[src/rtl/ext_pkg.sv]
// Shared definitions for the immediate-extension stage: the extension-mode
// encoding and its field width.
package ext_pkg;

    localparam int EXT_OP_W = 3;

    typedef enum logic [EXT_OP_W-1:0] {
        SIGN     = 3'b000,
        ZERO     = 3'b001,
        HIGH     = 3'b010,
        SIGN_SHL = 3'b011,
        ZERO_SHL = 3'b100
    } ext_op_t;

endpackage

[src/rtl/ext_core.sv]
// Combinational immediate extender: turns imm/ext_op/pc into the extended
// immediate, the PC-relative branch target and a reserved-op flag.
module ext_core
    import ext_pkg::*;
#(
    parameter int IMM_W  = 16,
    parameter int DATA_W = 32,
    parameter int SHAMT  = 2
) (
    input  logic [IMM_W-1:0]    imm,
    input  logic [EXT_OP_W-1:0] ext_op,
    input  logic [DATA_W-1:0]   pc,
    output logic [DATA_W-1:0]   ext_imm,
    output logic [DATA_W-1:0]   br_target,
    output logic                bad_op
);

    localparam logic [DATA_W-1:0] PC_STEP = DATA_W'(4);

    logic signed [DATA_W-1:0] w_sext;
    logic        [DATA_W-1:0] w_zext;
    logic        [DATA_W-1:0] w_high;

    assign w_sext = {{(DATA_W-IMM_W){imm[IMM_W-1]}}, imm};
    assign w_zext = {{(DATA_W-IMM_W){1'b0}}, imm};
    assign w_high = {imm, {(DATA_W-IMM_W){1'b0}}};

    always_comb begin
        ext_imm = '0;
        bad_op  = 1'b0;
        case (ext_op_t'(ext_op))
            SIGN:     ext_imm = w_sext;
            ZERO:     ext_imm = w_zext;
            HIGH:     ext_imm = w_high;
            SIGN_SHL: ext_imm = w_sext <<< SHAMT;
            ZERO_SHL: ext_imm = w_zext << SHAMT;
            default:  bad_op  = 1'b1;
        endcase
    end

    // Reserved ops leave ext_imm at zero, so the target degenerates to pc + 4.
    assign br_target = pc + PC_STEP + ext_imm;

endmodule

[src/rtl/imm_ext_pipe.sv]
// Registered immediate-extension stage: one ext_core on the input side feeding
// a main output register backed by a single skid entry (2-deep FIFO).
module imm_ext_pipe
    import ext_pkg::*;
#(
    parameter int IMM_W  = 16,
    parameter int DATA_W = 32,
    parameter int SHAMT  = 2
) (
    input  logic                clk,
    input  logic                reset,
    input  logic                flush,
    input  logic                in_valid,
    output logic                in_ready,
    input  logic [IMM_W-1:0]    imm,
    input  logic [EXT_OP_W-1:0] ext_op,
    input  logic [DATA_W-1:0]   pc,
    output logic                out_valid,
    input  logic                out_ready,
    output logic [DATA_W-1:0]   ext_imm,
    output logic [DATA_W-1:0]   br_target,
    output logic                bad_op
);

    logic [DATA_W-1:0] w_ext_p0;
    logic [DATA_W-1:0] w_tgt_p0;
    logic              w_bad_p0;
    logic              w_accept;
    logic              w_consume;

    logic              r_vld_p1;
    logic [DATA_W-1:0] r_ext_p1;
    logic [DATA_W-1:0] r_tgt_p1;
    logic              r_bad_p1;

    logic              r_skid_vld_p1;
    logic [DATA_W-1:0] r_skid_ext_p1;
    logic [DATA_W-1:0] r_skid_tgt_p1;
    logic              r_skid_bad_p1;

    ext_core #(
        .IMM_W  (IMM_W),
        .DATA_W (DATA_W),
        .SHAMT  (SHAMT)
    ) u_core (
        .imm       (imm),
        .ext_op    (ext_op),
        .pc        (pc),
        .ext_imm   (w_ext_p0),
        .br_target (w_tgt_p0),
        .bad_op    (w_bad_p0)
    );

    assign in_ready  = !reset && !flush && !r_skid_vld_p1;
    assign w_accept  = in_valid && in_ready;
    assign w_consume = r_vld_p1 && out_ready;

    // p0 -> p1: main register drives the outputs, skid absorbs one stalled accept.
    always_ff @(posedge clk) begin
        if (reset) begin
            r_vld_p1      <= 1'b0;
            r_ext_p1      <= '0;
            r_tgt_p1      <= '0;
            r_bad_p1      <= 1'b0;
            r_skid_vld_p1 <= 1'b0;
            r_skid_ext_p1 <= '0;
            r_skid_tgt_p1 <= '0;
            r_skid_bad_p1 <= 1'b0;
        end else if (flush) begin
            r_vld_p1      <= 1'b0;
            r_skid_vld_p1 <= 1'b0;
        end else begin
            if (!r_vld_p1 || w_consume) begin
                if (r_skid_vld_p1) begin
                    r_vld_p1 <= 1'b1;
                    r_ext_p1 <= r_skid_ext_p1;
                    r_tgt_p1 <= r_skid_tgt_p1;
                    r_bad_p1 <= r_skid_bad_p1;
                end else if (w_accept) begin
                    r_vld_p1 <= 1'b1;
                    r_ext_p1 <= w_ext_p0;
                    r_tgt_p1 <= w_tgt_p0;
                    r_bad_p1 <= w_bad_p0;
                end else begin
                    r_vld_p1 <= 1'b0;
                end
            end
            // Accept is blocked while skid is full, so these two arms never collide.
            if (w_consume && r_skid_vld_p1) begin
                r_skid_vld_p1 <= 1'b0;
            end else if (w_accept && r_vld_p1 && !out_ready) begin
                r_skid_vld_p1 <= 1'b1;
                r_skid_ext_p1 <= w_ext_p0;
                r_skid_tgt_p1 <= w_tgt_p0;
                r_skid_bad_p1 <= w_bad_p0;
            end
        end
    end

    assign out_valid = r_vld_p1;
    assign ext_imm   = r_ext_p1;
    assign br_target = r_tgt_p1;
    assign bad_op    = r_bad_p1;

endmodule

[config.mk]
export PLATFORM = sky130hd
export DESIGN_NAME = imm_ext_pipe
export DESIGN_NICKNAME = d
export VERILOG_FILES = /design/src/rtl/ext_pkg.sv /design/src/rtl/ext_core.sv /design/src/rtl/imm_ext_pipe.sv
export SDC_FILE = /design/constraint.sdc
export NUM_CORES = 1
export LEC_CHECK = 0
export CAP_MARGIN = 40
export CORE_MARGIN = 3
export CORE_UTILIZATION = 30
export DETAILED_ROUTE_END_ITERATION = 7
export HOLD_SLACK_MARGIN = 0.12
export PLACE_DENSITY = 0.51
export SYNTH_ARGS = -nofsm -noshare
export SYNTH_HDL_FRONTEND = slang
export SYNTH_SLANG_ARGS = --single-unit
[constraint.sdc]
create_clock -name clk -period 6 [get_ports clk]
set_clock_uncertainty 0.05 [all_clocks]
set_input_delay 0.9 -clock clk [delete_from_list [all_inputs] [get_ports clk]]
set_output_delay 0.9 -clock clk [all_outputs]
set_load 0.1 [all_outputs]
==> results by group <==
Status
  • Outcome: complete, no violations

Setup path
  • Startpoint types: primary input
  • Crit path required time: 6.24 ns
  • CP arrival: 5.04 ns
  • Highest net fanout along the worst path: 16
  • CP endpoint kind: register
  • FF-to-FF path depth: 5
  • Crit Path Category: primary input to register

Global route
  • Initial antenna violation count: 0
  • First-pass GRT wire length: 39.21 mm
  • Overflow after GRT: 0
  • GRT Total Usage: 18.65%
  • Largest net degree at the start of global routing: 77
  • Vias in the first global route: 6878

Final layout
  • Diodes inserted: 0
  • Util after Layout: 43.70%
  • Non-filler cells, final: 1488
  • Commonest non-fill, non-tap cells in the layout: 133 x nor2_1, 131 x dfxtp_1, 129 x nand2_1
  • Area growth syn-to-layout: 41.51%
  • Final net count: 1269
  • Share of layout cells above drive strength 1: 11.08%
  • Final-layout fill cell count: 2470
  • Most common cell after layout, fill and taps aside: nor2_1

Clocking
  • H-tree lvl count: 4
  • Clock transition at path regs: 0.06 ns
  • Clk root buf: clkbuf_16
  • Clock buffer count from CTS: 17
  • Resized cells post-CTS: 0
  • CTS tree: done
  • Post-CTS Setup Inserts: 0
  • Clock buffer depth: 2
  • Cts hold-fix bufs: 0
  • Clock Latency Late Sink: 0.42 ns
  • Clk sink count: 132

Placement
  • IO buf count: 122
  • Hpwl dp: 18.98 mm
  • Post-place setup slack: 0.7876 ns
  • DP Cell Count: 1456
  • RD Place Congestion: 0.8889

Timing
  • Final hold viol count: 0
  • Max frequency: 0.2083 GHz
  • RSZ-0062 raised after global routing: no
  • Final period utilization: 80.00%
  • TNS Setup: 0 ns
  • Fin worst setup slack: 1.200 ns
  • Slew @ Worst Pin: 0.8472 ns
  • Final worst path period need: 4.800 ns
  • Max-slew headroom: 43.52%
  • Setup-failing EPs final: 0
  • Slew Limit Fails: 0

Logic synthesis
  • Synthesized flop and latch total: 132
  • Synth cell types: 57
  • Top FF cell, synth: dfxtp_1
  • Synth Cell Area: 7599 µm²
  • Post-synth EDFFs: 0
  • Cells after Synth: 992
  • Register area share after synthesis: 34.78%
  • Syn_nets: 1110
  • Synth warnings: 0
  • FFs w/ async S/R, synth: 0%
  • Syn_area_per_cell: 7.660 µm²

Power and ir drop
  • Total power draw: 2.710 mW
  • Power density over cell area: 252.0 nW/µm²
  • Worst VDD drop: 167.9 µV
  • P_leak: 4.191 nW

Job
  • Max_cap viols: 0

Drt
  • DRT Pass-1 Iters: 5
  • Residual DRC: 0
  • Final WL: 25.31 mm
  • Routed vias/inst: 4.960
  • Initial detailed-routing violation count: 624
  • DR WL/cell: 17.01 µm
  • DRT antenna net count: 0
  • Total number of vias: 7381

Floorplanning
  • Full die area: 27270 µm²
  • Die height: 165.2 µm
  • Core area: 24600 µm²
  • Horiz. Die Dim: 165.2 µm
  • FP Rows: 57
  • I/O Pins: 123
  • Starting Density: 30.88%

Min path
  • WHS Path Cells: 2
  • Hold Path Class: register to register
==> worst max-delay path: stages <==
cell,delay [ns]
clkdlybuf4s50_1,0.45
buf_4,0.20
inv_1,0.12
nor3_1,0.19
buf_4,0.23
nand2_1,0.07
o21ai_1,0.28
ha_1,0.34
ha_1,0.36
a21oi_1,0.19
o22ai_1,0.13
a221oi_1,0.36
a31oi_1,0.23
a211oi_2,0.51
o21bai_1,0.16
xnor2_1,0.22
o22ai_1,0.10
==> final cells by class <==
type | instances | area, µm² | share of cell area [%]
Multi-Input combinational cell | 768 | 4617 | 42.94
Clock inverter | 14 | 148.9 | 1.385
Tap cell | 324 | 405.4 | 3.770
Inverter | 27 | 101.3 | 0.9425
Timing Repair Buffer | 205 | 2395 | 22.27
Clock buffer | 18 | 439.2 | 4.084
Sequential cell | 132 | 2646 | 24.61
==> final timing paths <==
path | start | to | slack (ns)
setup / recovery | ext_op[2] | br_target[26]$_SDFFE_PP0P_ | 1.20
hold / removal | r_skid_tgt_p1[31]$_SDFFE_PP0P_ | r_skid_tgt_p1[31]$_SDFFE_PP0P_ | 0.39
setup reg to reg | r_skid_vld_p1$_SDFFE_PP0P_ | ext_imm[31]$_SDFFE_PP0P_ | 3.43
hold reg to reg | r_skid_tgt_p1[31]$_SDFFE_PP0P_ | r_skid_tgt_p1[31]$_SDFFE_PP0P_ | 0.39
==> Yosys cell counts (all sizes together) (3+ instances only) <==
library cell,count,area share (%)
a21oi,126,8.3
xor2,5,0.58
nor3,26,1.7
or3,3,0.25
nor2b,18,1.5
nand3,6,0.40
o21a,3,0.30
a211oi,43,4.4
dfxtp,132,35
ha,61,10
a221oi,4,0.69
a21o,10,0.99
and2,6,0.49
mux2i,25,3.3
o21bai,4,0.40
inv,27,1.3
o22ai,4,0.33
nor2,133,6.6
o21ai,84,5.5
nand3b,8,0.79
nand2,129,6.4
a31oi,3,0.25
and3,6,0.49
clkbuf,59,2.9
o211a,3,0.40
nand4,5,0.41
o211ai,4,0.46
buf,6,0.31
xnor2,24,2.8
==> cell families after synthesis <==
family                   after synthesis  share of synthesized area, %
adder cells (fa/ha/maj)               62                         10.31
multiplexers                          26                         3.441
flip-flops                           132                         34.78
XOR/XNOR                              29                         3.343
buffers and inverters                 92                         4.561
AND/OR/NAND/NOR                      349                         19.86
AO/OA/AOI/OAI                        302                         23.71
==> metrics by stage <==
| step | area, µm² | hold WS (ns) |
|---|---|---|
| floorplan | 7599 | 0.3661 |
| global placement | 9086 | 0.3821 |
| detailed placement | 10160 | 0.3870 |
| CTS | 10750 | 0.3961 |
| global route | 10750 | 0.4174 |
| finish | 10750 | 0.3923 |
==> registers in the layout, summed over array words and instances (netlist names) <==
signal	flops
bad_op	1
br_target	32
ext_imm	32
out_valid	1
r_skid_bad_p1	1
r_skid_ext_p1	32
r_skid_tgt_p1	32
r_skid_vld_p1	1
==> report_power, final <==
group	switching, mW	total [mW]	internal (mW)
clock	0.425	1.05	0.626
combinational	0.470	0.744	0.273
sequential	0.0148	0.916	0.901
total	0.910	2.71	1.80
==> routing by layer <==
metal	share of wire, %	global-route usage, %	routed length [µm]	up-vias
met5	0	0	0	-
met4	1.1	4.003	271	0
met3	4.7	3.916	1189	20
met2	47	29.24	11770	165
met1	48	26.37	12080	3413
li1	-	-	-	3783
Note: power is estimated with default switching activity, not from simulation.
